==> config.mk <==
export PLATFORM = sky130hd
export DESIGN_NAME = imem_loader
export DESIGN_NICKNAME = d
export VERILOG_FILES = /design/src/rtl/imem_loader_pkg.sv /design/src/rtl/imem_ram.sv /design/src/rtl/imem_loader.sv
export SDC_FILE = /design/constraint.sdc
export NUM_CORES = 2
export LEC_CHECK = 0
export ABC_CLOCK_PERIOD_IN_PS = 5050
export BUFFER_PORTS_ARGS = -buffer_cell sky130_fd_sc_hd__buf_2
export CAP_MARGIN = 0
export CORE_ASPECT_RATIO = 2
export CORE_UTILIZATION = 55
export CTS_CLUSTER_SIZE = 10
export DETAILED_ROUTE_END_ITERATION = 7
export GPL_TIMING_DRIVEN = 0
export PLACE_DENSITY = 0.71
export SYNTH_ARGS = -nofsm -noshare
export SYNTH_HDL_FRONTEND = slang
export SYNTH_SLANG_ARGS = --single-unit
==> constraint.sdc <==
create_clock -name clk -period 5.05 [get_ports clk]
set_input_delay 0 -clock clk [delete_from_list [all_inputs] [get_ports clk]]
set_output_delay 0 -clock clk [all_outputs]
set_load 0.1 [all_outputs]
==> src/rtl/imem_loader_pkg.sv <==
// Shared types and sizing for the writable instruction memory loader.
// Build option: IMEM_LOADER_CHECKSUM_EN adds a trailing XOR checksum byte.
package imem_loader_pkg;
  typedef enum logic [2:0] {
    CLEAR, HEADER, LOAD, CHECK, DONE, ERR
  } ldr_state_t;
  localparam int DEPTH = 64;
  localparam int AW = 6;
endpackage

==> src/rtl/imem_ram.sv <==
// 64-entry instruction store with one synchronous write port
// and one combinational read port (read-during-write returns the old word).
module imem_ram
  import imem_loader_pkg::*;
#(
  parameter int N = 32
) (
  input  logic          clk,
  input  logic          we,
  input  logic [AW-1:0] waddr,
  input  logic [N-1:0]  wdata,
  input  logic [AW-1:0] addr,
  output logic [N-1:0]  q
);
  logic [N-1:0] mem [DEPTH];

  always_ff @(posedge clk) begin
    if (we) mem[waddr] <= wdata;
  end

  assign q = mem[addr];
endmodule

==> src/rtl/imem_loader.sv <==
// Boot loader: clears the store, then writes a counted little-endian byte stream.
// Build option: IMEM_LOADER_CHECKSUM_EN enables the CHECK state and XOR checksum.
module imem_loader
  import imem_loader_pkg::*;
#(
  parameter int N = 32
) (
  input  logic          clk,
  input  logic          reset,
  input  logic          in_valid,
  input  logic [7:0]    in_data,
  output logic          in_ready,
  input  logic [AW-1:0] addr,
  output logic [N-1:0]  q,
  output logic          cpu_reset,
  output logic          load_done,
  output logic          load_err,
  output logic [6:0]    words_loaded
);
  localparam int BPW = N / 8;
  localparam int BW = (BPW > 1) ? $clog2(BPW) : 1;

  ldr_state_t    state, nstate;
  logic [AW-1:0] ptr;
  logic [BW-1:0] bcnt;
  logic [N-1:0]  wbuf, asm_word;
  logic [6:0]    cnt, wcnt;
  logic          accept, last_byte;
  logic          we;
  logic [AW-1:0] waddr;
  logic [N-1:0]  wdata;
`ifdef IMEM_LOADER_CHECKSUM_EN
  logic [7:0]    csum;
`endif

  assign in_ready = (state == HEADER) ||
                    (state == LOAD) ||
                    (state == CHECK);
  assign accept = in_valid && in_ready;
  assign last_byte = (bcnt == BW'(BPW - 1));

  assign cpu_reset = (state != DONE);
  assign load_done = (state == DONE);
  assign load_err = (state == ERR);
  assign words_loaded = wcnt;

  // Final byte goes straight into the top lane.
  always_comb begin
    asm_word = wbuf;
    asm_word[N-8 +: 8] = in_data;
  end

  always_comb begin
    nstate = state;
    we = 1'b0;
    waddr = ptr;
    wdata = '0;
    unique case (state)
      CLEAR: begin
        we = 1'b1;
        if (ptr == AW'(DEPTH - 1)) nstate = HEADER;
      end
      HEADER: begin
        if (accept) begin
          if (in_data == 8'd0) nstate = DONE;
          else if (in_data > 8'(DEPTH)) nstate = ERR;
          else nstate = LOAD;
        end
      end
      LOAD: begin
        if (accept && last_byte) begin
          we = 1'b1;
          waddr = wcnt[AW-1:0];
          wdata = asm_word;
          if (wcnt + 7'd1 == cnt) begin
`ifdef IMEM_LOADER_CHECKSUM_EN
            nstate = CHECK;
`else
            nstate = DONE;
`endif
          end
        end
      end
`ifdef IMEM_LOADER_CHECKSUM_EN
      CHECK: begin
        if (accept) nstate = (in_data == csum) ? DONE : ERR;
      end
`endif
      default: nstate = state;
    endcase
  end

  always_ff @(posedge clk) begin
    if (reset) begin
      state <= CLEAR;
      ptr <= '0;
      bcnt <= '0;
      wbuf <= '0;
      cnt <= '0;
      wcnt <= '0;
`ifdef IMEM_LOADER_CHECKSUM_EN
      csum <= '0;
`endif
    end else begin
      state <= nstate;
      if (state == CLEAR) ptr <= ptr + AW'(1);
      if (state == HEADER && accept) cnt <= in_data[6:0];
      if (state == LOAD && accept) begin
        if (last_byte) begin
          bcnt <= '0;
          wcnt <= wcnt + 7'd1;
        end else begin
          bcnt <= bcnt + BW'(1);
          wbuf[{bcnt, 3'b000} +: 8] <= in_data;
        end
      end
`ifdef IMEM_LOADER_CHECKSUM_EN
      if (accept) csum <= csum ^ in_data;
`endif
    end
  end

  imem_ram #(.N(N)) u_ram (
    .clk   (clk),
    .we    (we),
    .waddr (waddr),
    .wdata (wdata),
    .addr  (addr),
    .q     (q)
  );
endmodule

Yosys cells after proc, flatten, opt, wreduce, memory -nomap -nowiden
Memory sizes are Yosys's and may differ from the RTL's.
Index checks and enable logic that the tools add are counted.
{"block": "classes", "shift": 2, "mux": 17, "n_bitwise": 1, "n_mul": 0, "magnitude_cmp": 1, "n_reduce_logical": 12, "n_div": 0, "eq_ne": 13, "add_sub_neg": 4}
{"op": "32-bit 2-to-1 mux", "count": 2}
{"op": "32-bit bitwise mux", "count": 1}
{"op": "8-bit by 7-bit variable shift with 32-bit output, first input constant", "count": 1}
{"op": "8-bit by 7-bit indexed part select with 32-bit output", "count": 1}
{"op": "3-bit 2-to-1 mux", "count": 6}
{"op": "6-bit 2-to-1 mux", "count": 2}
{"op": "3-bit one-hot mux with 3 select lines", "count": 1}
{"op": "8-bit by 7-bit greater-than comparator with 1-bit output, second input constant", "count": 1}
{"op": "8-bit zero test", "count": 1}
{"op": "7-bit by 1-bit adder with 7-bit output, second input constant", "count": 1}
{"op": "7-bit equality test", "count": 1}
{"op": "5-bit negator with 7-bit output", "count": 1}
{"op": "6-bit by 1-bit adder with 6-bit output, second input constant", "count": 1}
{"op": "3-bit by 2-bit equality test with 1-bit output, second input constant", "count": 2}
{"op": "3-bit equality test, second input constant", "count": 2}
{"op": "6-bit equality test, second input constant", "count": 1}
{"op": "5-bit AND reduction", "count": 1}
{"op": "1-bit logical AND", "count": 4}
{"op": "2-bit by 1-bit != test with 1-bit output, second input constant", "count": 2}
{"op": "2-bit != test, second input constant", "count": 2}
{"op": "2-bit AND reduction", "count": 2}
{"op": "3-bit by 1-bit equality test with 1-bit output, second input constant", "count": 1}
{"op": "3-bit zero test", "count": 1}
{"op": "1-bit 2-to-1 mux", "count": 3}
{"op": "8 further kinds", "count": 9}
{"block": "totals", "ff_bits": 57, "rom_bits": 0, "mem_count": 1, "ram_bits": 2048, "out_inout_bits": 43, "latchBits": 0}
{"name": "u_ram.mem", "depth": 64, "width": 32, "read_ports": 1, "rd_clocked_by_memory_dff": 0, "write_ports": 1, "line": "imem_ram.sv:15", "source": "logic [N-1:0] mem [DEPTH];"}

Longest topological paths before layout
{"block": "depth", "word_depth": 9, "mapped_depth": 10, "depth_no_buf": 6}

By module
From an unflattened synthesis, not the netlist that was laid out.
{"block": "hier_totals", "hier_cells": 3615, "area_unflattened_um2": 80429.6}
{"module": "imem_ram", "area_each_um2": 77874.7, "seq_area_each_um2": 61499.0, "cells_each": 3292, "instances": 1}
{"module": "imem_loader", "area_each_um2": 2555.0, "seq_area_each_um2": 980.9, "cells_each": 323, "instances": 1}

Worst setup path before layout
OpenSTA, ideal clock, no wires.
{"block": "synth_timing", "kind": "flip-flop to flip-flop", "from": "register wcnt[1], in the netlist words_loaded[1]", "to": "memory u_ram.mem[11][0] (enable)", "n_path_buf": 0, "stages_incl_launch_ff": 5, "t_required_ps": 4629, "t_arrival_ps": 3212, "path_slack_ps": 1417, "setup_time_ps": 421, "cell_sequence": "dfxtp_1 > a41oi_1 > nor3_1 > nand2_1 > nor2_1"}
{"block": "synth_between", "elab_chain_cells": 2}
{"element": "start: declaration", "line": "imem_loader.sv:27", "source": "logic [6:0] cnt, wcnt;"}
{"element": "start signal: assignment", "line": "imem_loader.sv:111", "source": "wcnt <= wcnt + 7'd1;"}
{"element": "6-bit 2-to-1 mux", "line": "imem_loader.sv:71", "source": "if (accept && last_byte) begin"}
{"element": "6-bit 2-to-1 mux", "line": "imem_loader.sv:58", "source": "unique case (state)"}
{"element": "end: declaration", "line": "imem_ram.sv:15"}
No other way between the ends.

Worst setup path after layout
{"block": "layout_timing", "from": "input port addr[1]", "to": "output port q[16]"}
{"block": "layout_between", "elab_chain_cells": 1}
{"element": "start: declaration", "line": "imem_loader.sv:13", "source": "input logic [AW-1:0] addr,"}
{"element": "memory 64 x 32 bit"}
{"element": "end: declaration", "line": "imem_loader.sv:14", "source": "output logic [N-1:0] q,"}
No other way between the ends.

==> key figures <==
Setup path
  • Launch point of the worst path: addr[1]
  • CP Class: input port to output port
  • CP peak stage delay: 1060 ps
  • Crit path max fanout: 10
  • Worst r2r path cells: 8
  • CP endpoint kind: output port
  • Critical Path AT: 4540 ps
  • Most frequent cell on the critical path: buf_2
  • CP max stage cell: buf_1
  • CP Launch Type: input port
  • Crit-path cells: buf_4, buf_6, nor2b_1, clkbuf_1, buf_2, buf_1, a22oi_1, a311oi_1, buf_2
  • Required time worst endpoint: 5050 ps
  • Reg2reg setup slack: 880 ps
  • Worst R2R End: u_ram.mem[11][20]$_DFFE_PP_
  • Worst r2r src: state[1]$_SDFFE_PP0P_
  • Worst Setup EP: q[16]

STA
  • Slack of the critical path: 514 ps
  • Slew @ Worst Pin: 1530 ps
  • Final Max Slew Viols: 11
  • Final worst-path cycle share: 0.898
  • # setup viols final: 0
  • Fmax: 0.220 GHz
  • Crit path time final: 4540 ps
  • Unrepaired setup endpoints after global routing: false
  • Final hold vios: 0
  • Rel. slew slack: -0.0180
  • Clk_skew: 53.4 ps

Clock network
  • Clock buffer count from CTS: 235
  • H-tree Lvls: 4
  • Clock transition at path regs: 60 ps
  • CTS tree: built
  • Worst-Skew Late Latency: 870 ps
  • Clock tree root buffer cell: clkbuf_16
  • Resized Gates After CTS: 0
  • CTS sink cnt: 2097
  • Maximum buffer depth of the clock tree: 4

Route
  • Routed vias/inst: 6.92
  • Met2 wire len: 118000 um
  • WL per Instance: 38.6 um
  • 1st-pass router iterations: 8
  • ANT nets after route: 0
  • WL met1: 73100 um
  • Top Metal Used: met5
  • Initial detailed-routing violation count: 5992
  • Routed wl met3: 22500 um
  • # DRC: 0
  • Post-Route WL: 235000 um
  • Vias: 42000

Job
  • Max Cap Viol: 1

Global routing
  • Largest net degree at the start of global routing: 65
  • GRT Util Overall: 0.323
  • Initial antenna violation count: 18
  • First-pass GRT wire length: 326000 um
  • Grt total ovfl: 0
  • Vias in the first global route: 43100

Die
  • Placement Rows: 198
  • Die Area: 148000 um2
  • Initial Utilization: 0.554
  • # IOs: 60
  • Die Span X: 273 um
  • Die Span Y: 543 um
  • Core region area: 145000 um2

Logic synthesis
  • Largest cells by area after synthesis: edfxtp_1 (76%), mux4_2 (14%), a22oi_1 (2.0%)
  • Commonest cells in the netlist: edfxtp_1 (2048), mux4_2 (489), a22oi_1 (217)
  • Syn nets: 3748
  • Top-count cell post-synth: edfxtp_1
  • Synth top area share: 0.763
  • Post-synthesis sequential area ratio: 0.775
  • Warnings, synthesis: 0
  • Ys flop type: edfxtp_1
  • Syn avg cell area: 21.6 um2
  • Post-synth ARST share: 0
  • Synth cell types: 55
  • Post-synth EDFFs: 2048
  • #FFs+latches synth: 2097
  • Mapped Area: 80600 um2
  • Gate Count Post-Synth: 3724
  • Cell taking the most area after synthesis: edfxtp_1

Power
  • Total power: 36.2 mW
  • Power Density: 393 nW/um2
  • Worst vdd ir: 0.305 mV
  • Static leakage: 32.1 nW

Placed design
  • GP Congestion: 0.930
  • Detail Placement HPWL: 157000 um
  • Port Buffers: 53
  • Dpl ws: 907 ps

Outcome
  • Violated checks: capacitance limit, slew limit
  • Status: finished, violations left

Cells and area
  • Fill cells: 9360
  • Share of cells above drive strength 1: 0.276
  • Area grow syn2layout: 14.4%
  • Final Net Count: 4157

Worst hold path
  • Worst Hold Class: input port to flop
==> sequential cells by signal, summed over array words and instances (netlist names) <==
| name | cells |
|---|---|
| u_ram.mem | 2048 |
| wbuf | 24 |
| cnt | 7 |
| words_loaded | 7 |
| ptr | 6 |
| state | 3 |
| bcnt | 2 |
==> layout make-up <==
class,instances,area (um2),share of cell area
Buffer,221,1220,0.0133
Timing Repair Buffer,172,2570,0.0279
Multi-Input combinational cell,1399,17400,0.189
Tap cell,1900,2380,0.0258
Clock inverter,3,33.8,0.000366
Clock buffer,267,6060,0.0658
Antenna cell,8,20.0,0.000217
Sequential cell,2097,62500,0.677
Inverter,7,26.3,0.000285
==> per-stage QoR <==
step	std cells	area (um2)	utilization	setup TNS, ps	hold WS [ps]
finish	6074	92200	0.634	0	36.3
global route	6067	92200	0.634	0	49.7
CTS	6062	92100	0.634	0	15.5
detailed placement	5781	85900	0.591	0	358
global placement	5677	83200	0.572	-1808180	352
floorplan	3724	80600	-	0	147
==> metal layers <==
metal  track usage  vias to the layer above
li1              -                    16400
met4         0.246                       14
met3        0.0746                      823
met5             0                        -
met1         0.360                    21800
met2         0.537                     2980
==> cell families (layout without fill, tap and decap cells) <==
group	count (synthesis)	in the layout	synth area share
mux	534	534	0.143
other cells	0	8	0
compound gates	399	399	0.0364
flops	2097	2097	0.775
simple gates	439	439	0.0268
xor+xnor	20	20	0.00217
fa+ha+maj	7	7	0.00109
buf+inv	228	670	0.0155
==> layout by cell type (no fill, tap or decap), drive strengths merged, types with 13 or more instances in the layout <==
cell type  netlist  layout
a211oi          45      45
a21oi           52      52
a221oi          20      20
a22oi          217     217
a311oi          24      24
and2            40      40
and3            22      22
buf            135     296
clkbuf          86     353
dfxtp           49      49
edfxtp        2048    2048
mux2            25      25
mux2i           19      19
mux4           490     490
nand2          124     124
nand3           30      30
nor2           102     102
nor2b           75      75
o41ai           20      20
xnor2           13      13
==> report_power, final <==
| group | internal [mW] | leakage [nW] | switching [mW] |
|---|---|---|---|
| combinational | 0.673 | 6.83 | 1.67 |
| clock | 8.28 | 2.98 | 6.23 |
| sequential | 19.2 | 22.3 | 0.111 |
==> critical path: cells and delay by family <==
kind,cells,cell delay [ps]
buffers and inverters,6,2690
and+or+nand+nor,1,160
AOI/OAI and AO/OA,2,1640
==> worst min-delay path by stage <==
stage,startpoint,to,slack [ps],depth (start not counted)
global route,in_data[0],wbuf[0]$_SDFFE_PP0P_,50,4
detailed placement,in_data[1],wbuf[17]$_SDFFE_PP0P_,360,3
global placement,in_data[1],wbuf[9]$_SDFFE_PP0P_,350,3
floorplan,in_data[0],cnt[0]$_SDFFE_PP0P_,150,2
CTS,in_data[1],wbuf[9]$_SDFFE_PP0P_,20,4
finish,in_data[0],wbuf[0]$_SDFFE_PP0P_,40,4
==> repair_timing <==
action                                 in CTS  in global routing
endpoints found under the hold margin     238                  0
hold buffers                               11                  0
setup endpoints to repair                   0                  0
setup buffers                               0                  0
(Power assumes the default switching activity.)
